==> src/rtl/vending_machine_multi.sv <==
// Multi-product vending controller: accumulates half-unit coin credit, vends one of
// NUM_PROD products at a common PRICE, tracks per-product stock and pays change or
// refunds as a contiguous train of half-unit pulses.
`timescale 1ns/1ps
module vending_machine_multi #(
  parameter int PRICE      = 4,
  parameter int MAX_CREDIT = 15,
  parameter int CREDIT_W   = 4,
  parameter int NUM_PROD   = 2,
  parameter int SEL_W      = 1,
  parameter int STOCK_INIT = 3,
  parameter int STOCK_W    = 2
) (
  input  logic                sys_clk,
  input  logic                sysRst,
  input  logic                piHalf,
  input  logic                piOne,
  input  logic [SEL_W-1:0]    piSel,
  input  logic                piCancel,
  input  logic                piRestock,
  output logic                OVend,
  output logic [SEL_W-1:0]    OProd,
  output logic                OChange,
  output logic                OReject,
  output logic [CREDIT_W-1:0] OCredit,
  output logic [NUM_PROD-1:0] OSoldOut,
  output logic                OBusy
);

  typedef enum logic [1:0] {IDLE, ACCUM, VEND, CHANGE} state_t;

  state_t              state, state_nxt;
  logic [CREDIT_W-1:0] credit, credit_nxt;
  logic [STOCK_W-1:0]  stock     [NUM_PROD];
  logic [STOCK_W-1:0]  stock_nxt [NUM_PROD];
  logic [SEL_W-1:0]    prod, prod_nxt;
  logic                reject, reject_nxt;

  logic [1:0]          coin_val;
  logic [CREDIT_W:0]   coin_sum;
  logic                coin_fits;
  logic                sel_ok;
  logic                can_vend;

  // Coin value is piHalf*1 + piOne*2, which is simply the two bits side by side.
  assign coin_val  = {piOne, piHalf};
  assign coin_sum  = {1'b0, credit} + {{(CREDIT_W-1){1'b0}}, coin_val};
  assign coin_fits = (coin_sum <= (CREDIT_W+1)'(MAX_CREDIT));
  assign sel_ok    = (32'(piSel) < 32'(NUM_PROD));

  // Vend is possible when registered credit covers the price and the selection is in stock.
  always_comb begin
    can_vend = 1'b0;
    if (sel_ok && (credit >= CREDIT_W'(PRICE)))
      can_vend = (stock[piSel] != '0);
  end

  // Next-state, credit, stock and product-index decisions.
  always_comb begin
    state_nxt  = state;
    credit_nxt = credit;
    prod_nxt   = prod;
    reject_nxt = 1'b0;
    for (int i = 0; i < NUM_PROD; i++) stock_nxt[i] = stock[i];

    case (state)
      IDLE, ACCUM: begin
        if (piRestock)
          for (int i = 0; i < NUM_PROD; i++) stock_nxt[i] = STOCK_W'(STOCK_INIT);
        if (coin_val != 2'b00) begin
          if (coin_fits) begin
            credit_nxt = coin_sum[CREDIT_W-1:0];
            if (state == IDLE) state_nxt = ACCUM;
          end else begin
            reject_nxt = 1'b1;
          end
        end
        // Cancel wins over a vend; an accepted coin in the same cycle joins the refund.
        if (state == ACCUM) begin
          if (piCancel) begin
            state_nxt = CHANGE;
          end else if (can_vend) begin
            state_nxt            = VEND;
            credit_nxt           = credit_nxt - CREDIT_W'(PRICE);
            stock_nxt[piSel]     = stock_nxt[piSel] - STOCK_W'(1);
            prod_nxt             = piSel;
          end
        end
      end
      VEND: begin
        reject_nxt = (coin_val != 2'b00);
        state_nxt  = (credit != '0) ? CHANGE : IDLE;
      end
      CHANGE: begin
        reject_nxt = (coin_val != 2'b00);
        if (credit <= CREDIT_W'(1)) begin
          credit_nxt = '0;
          state_nxt  = IDLE;
        end else begin
          credit_nxt = credit - CREDIT_W'(1);
        end
      end
      default: state_nxt = IDLE;
    endcase
  end

  // State and datapath registers; reset clears pending change immediately.
  always_ff @(posedge sys_clk or posedge sysRst) begin
    if (sysRst) begin
      state  <= IDLE;
      credit <= '0;
      prod   <= '0;
      reject <= 1'b0;
      for (int i = 0; i < NUM_PROD; i++) stock[i] <= STOCK_W'(STOCK_INIT);
    end else begin
      state  <= state_nxt;
      credit <= credit_nxt;
      prod   <= prod_nxt;
      reject <= reject_nxt;
      for (int i = 0; i < NUM_PROD; i++) stock[i] <= stock_nxt[i];
    end
  end

  // Sold-out flags follow the registered stock counters.
  always_comb begin
    OSoldOut = '0;
    for (int i = 0; i < NUM_PROD; i++) OSoldOut[i] = (stock[i] == '0);
  end

  assign OVend   = (state == VEND);
  assign OChange = (state == CHANGE);
  assign OBusy   = (state == VEND) || (state == CHANGE);
  assign OReject = reject;
  assign OCredit = credit;
  assign OProd   = prod;

endmodule

==> config.mk <==
export PLATFORM = sky130hd
export DESIGN_NAME = vending_machine_multi
export DESIGN_NICKNAME = d
export VERILOG_FILES = /design/src/rtl/vending_machine_multi.sv
export SDC_FILE = /design/constraint.sdc
export NUM_CORES = 1
export LEC_CHECK = 0
export CELL_PAD_IN_SITES_DETAIL_PLACEMENT = 0
export CELL_PAD_IN_SITES_GLOBAL_PLACEMENT = 1
export CORE_AREA = 4 4 54 56
export DETAILED_ROUTE_END_ITERATION = 10
export DIE_AREA = 0 0 58 60
export MAX_ROUTING_LAYER = met4
export PLACE_DENSITY_LB_ADDON = 0.1
export SYNTH_ARGS = -nofsm -noshare
export SYNTH_HDL_FRONTEND = slang
export SYNTH_SLANG_ARGS = --single-unit
==> constraint.sdc <==
create_clock -name sys_clk -period 2.9 [get_ports sys_clk]
set_clock_uncertainty 0.2 [all_clocks]
set_input_delay 0.725 -clock sys_clk [delete_from_list [all_inputs] [get_ports sys_clk]]
set_output_delay 0.725 -clock sys_clk [all_outputs]
set_load 0.01 [all_outputs]
==> flow_summary.yaml <==
hold_path:
  whs_path_depth: 2
  holdPathEnd: "stock[3]"
  hp-class: "reg -> reg"
  min-delay-start: "stock[3]"
run_status:
  status: "complete, no violations"
finish:
  nNetsFinal: 133
  n_fill_cell: 261
  num_antenna_cells: 0
  multi_input_area_sq_um: 489
  design_area_sq_mm: 0.00111
  drive_gt1_share_pct: 16.7
  stdcell_count: 150
  area_delta_synth_final_pct: 33.0
  final_util_pct: 45.8
  ff_latch_area_sq_um: 305
clock_tree:
  cts.sinks: 12
  cts.clk_slew.worst_paths_ps: 80
  ctsResizeCount: 0
  clkLatencyLatePin_ps: 280
  cts_made_buffers: 3
  cts_setup_buffers: 0
  cts_tree: "built"
  htree_levels: 1
  holdBufCountCts: 0
  clockBufferDepth: 2
  cts_root_buf: "clkbuf_4"
synth:
  synth_area_leaders: "dfrtp_1, dfstp_2, ha_1"
  synth-async-reset-ratio_pct: 100
  yosysTopAreaCell: "dfrtp_1"
  yosysMostFrequentCell: "nor2_1"
  ys_ff_latch: 12
  synth_enable_flop_cells: 0
  syn-num-nets: 108
  syn_inst: 96
  netlist.area_leader.share_pct: 23.9
  yosysUniqueCellTypes: 34
  synth_flop_cell: "dfrtp_1"
  ys_seq_area_share_pct: 36.5
  yosys_warnings: 0
  synth_area_per_cell_sq_um: 8.72
  yosys-top-cells-count: "nor2_1, o21ai_0, dfrtp_1, inv_1, a21oi_1"
  syn_area_sq_um: 837
worst_setup_path:
  cp_max_fo: 3
  crit_path_start_kind: "input pin"
  end_kind: "flip-flop"
  regToRegEndpoint: "OCredit[3]"
  critPathMaxStageDelay_ps: 430
  critPathBufInv: 1
  worstRegToRegCells: 6
  critical_path_required_ps: 2850
  reg2reg_slack_ps: 690
  cp_top_family: "adder cells"
  rr_startpoint: "OCredit[0]"
  arrival_ps: 2570
  path_class: "in -> reg"
  slowest_stage: "clkdlybuf4s50_1"
  path_cells: "clkdlybuf4s50_1 -> ha_1 -> fa_1 -> o21ai_0 -> mux2i_1 -> nor4b_2 -> o31ai_1"
place:
  dpl_cell_area_sq_mm: 0.00108
  dp_hpwl_um: 1650
  dp_cells: 146
  place_ws_ps: -13.3
  numPortBuffers: 17
  place_congestion: 0.763
floorplanning:
  start_util_pct: 34.4
  die_height_um: 60
  die_w_um: 58
  io-pin-count: 18
  core_area_sq_mm: 0.00243
  dieArea_sq_mm: 0.00348
  fp-row-count: 18
route:
  antenna_left: 0
  firstDrtPassIters: 4
  drt-initial-drc-count: 20
  wl_um: 2100
  routed_via_density: 5.27
  wire_per_inst_um: 14.0
  vias: 790
  drc: 0
timing:
  hold_viol: 0
  finalSetupViolCount: 0
  setup_slack_ps: 288
  holdWs_ps: 279
  fin_crit_sh_pct: 90.1
  rsz0062_at_grt: "no"
  min_period_ps: 2610
  maxSlewViolCount: 0
  clock.fmax_ghz: 0.383
  slew_headroom_pct: 68.3
  tightestPinTransition_ps: 475
global_route:
  grt_antenna_before_repair: 0
  overflow: 0
  track_usage_pct: 14.7
  grtUsageMet2_pct: 25.5
  met3_usage_pct: 2.81
  grt_pass1_wl_um: 3680
  top_usage_layer: "met2"
  gr-usage-met1_pct: 16.1
  grt_pass1_vias: 806
  grt_max_degree: 13
power_and_ir_drop:
  p_clk_share_pct: 11.6
  switching_power_uw: 501
  peakVddDrop_v: 0.000447
  power_leakage_uw: 0.000456
  p_int_uw: 672
  seqPwrFrac_pct: 29.7
  powerDensity_mw_per_mm2: 1050
  power_frac_comb_pct: 58.8
  switching_share_pct: 42.7
run:
  cap_violations: 0
-- final cells by class --
cell class,instances,area share (%)
Inverter,8,2.70
Multi-Input combinational cell,73,43.9
Sequential cell,12,27.4
Tap cell,30,3.37
Clock buffer,4,3.26
Timing Repair Buffer,23,19.3
-- per-stage QoR --
stage	setup TNS [ps]	total power (uW)
6_report	0	1170
5_1_grt	0	1290
4_1_cts	0	1190
3_5_place_dp	-13.3	1050
3_3_place_gp	0	1050
2_1_floorplan	0	769
-- routing by layer --
layer	part of all wire, %	routed length [um]	vias up
met1	44	915	360
met2	50	1040	25
met3	4.9	103	5
li1	-	-	400
met5	0	0	-
met4	2.0	41	0
-- cell families after synthesis --
family	share of synthesized area, %
AOI/OAI and AO/OA	23.2
xor gates and xnor gates	2.09
buffers and inverters	5.08
adders and majority gates	8.37
muxes	1.20
DFF	36.5
and+or+nand+nor	23.6
-- power groups by stage --
stage	clock, uW	sequential [uW]	combinational, uW
CTS	143	349	700
floorplan	0	340	429
global placement	0	354	695
global route	152	363	772
detailed placement	0	352	696
finish	135	348	689
-- worst max path at each step --
stage | slack [ps] | from | end | cells past startpoint
global route | 220 | piHalf | OCredit[3] | 7
global placement | 40 | piHalf | OCredit[3] | 7
CTS | 290 | piHalf | OCredit[3] | 7
detailed placement | -10 | piHalf | OCredit[3] | 7
floorplan | 560 | piHalf | OCredit[3] | 6
finish | 290 | piHalf | OCredit[3] | 7
-- worst min-delay path: cells and delay by family (launching register included) --
family	cells	cell delay, ps
compound gates	1	50
flops	1	380
simple gates	1	50
-- placed cells by master (no fill, tap or decap), types with 2 or more instances in the layout --
cell and instances:
nand3_1 2, clkbuf_4 3, a211oi_1 3, nor2_1 12, inv_1 8, clkdlybuf4s50_1 17
o31ai_1 3, xnor2_1 2, or2_2 3, dfstp_2 4, buf_4 6, ha_1 4
a21oi_1 5, o41ai_1 2, nor3_1 4, nand2_1 2, nand2b_1 4, dfrtp_1 8
o21ai_0 10, nor2b_1 2
-- state kept, by name, summed over array words and instances, names as in the netlist --
register,count
OCredit,4
OReject,1
stock,4
OProd,1
state,2
Note: power is estimated with default switching activity, not from simulation.
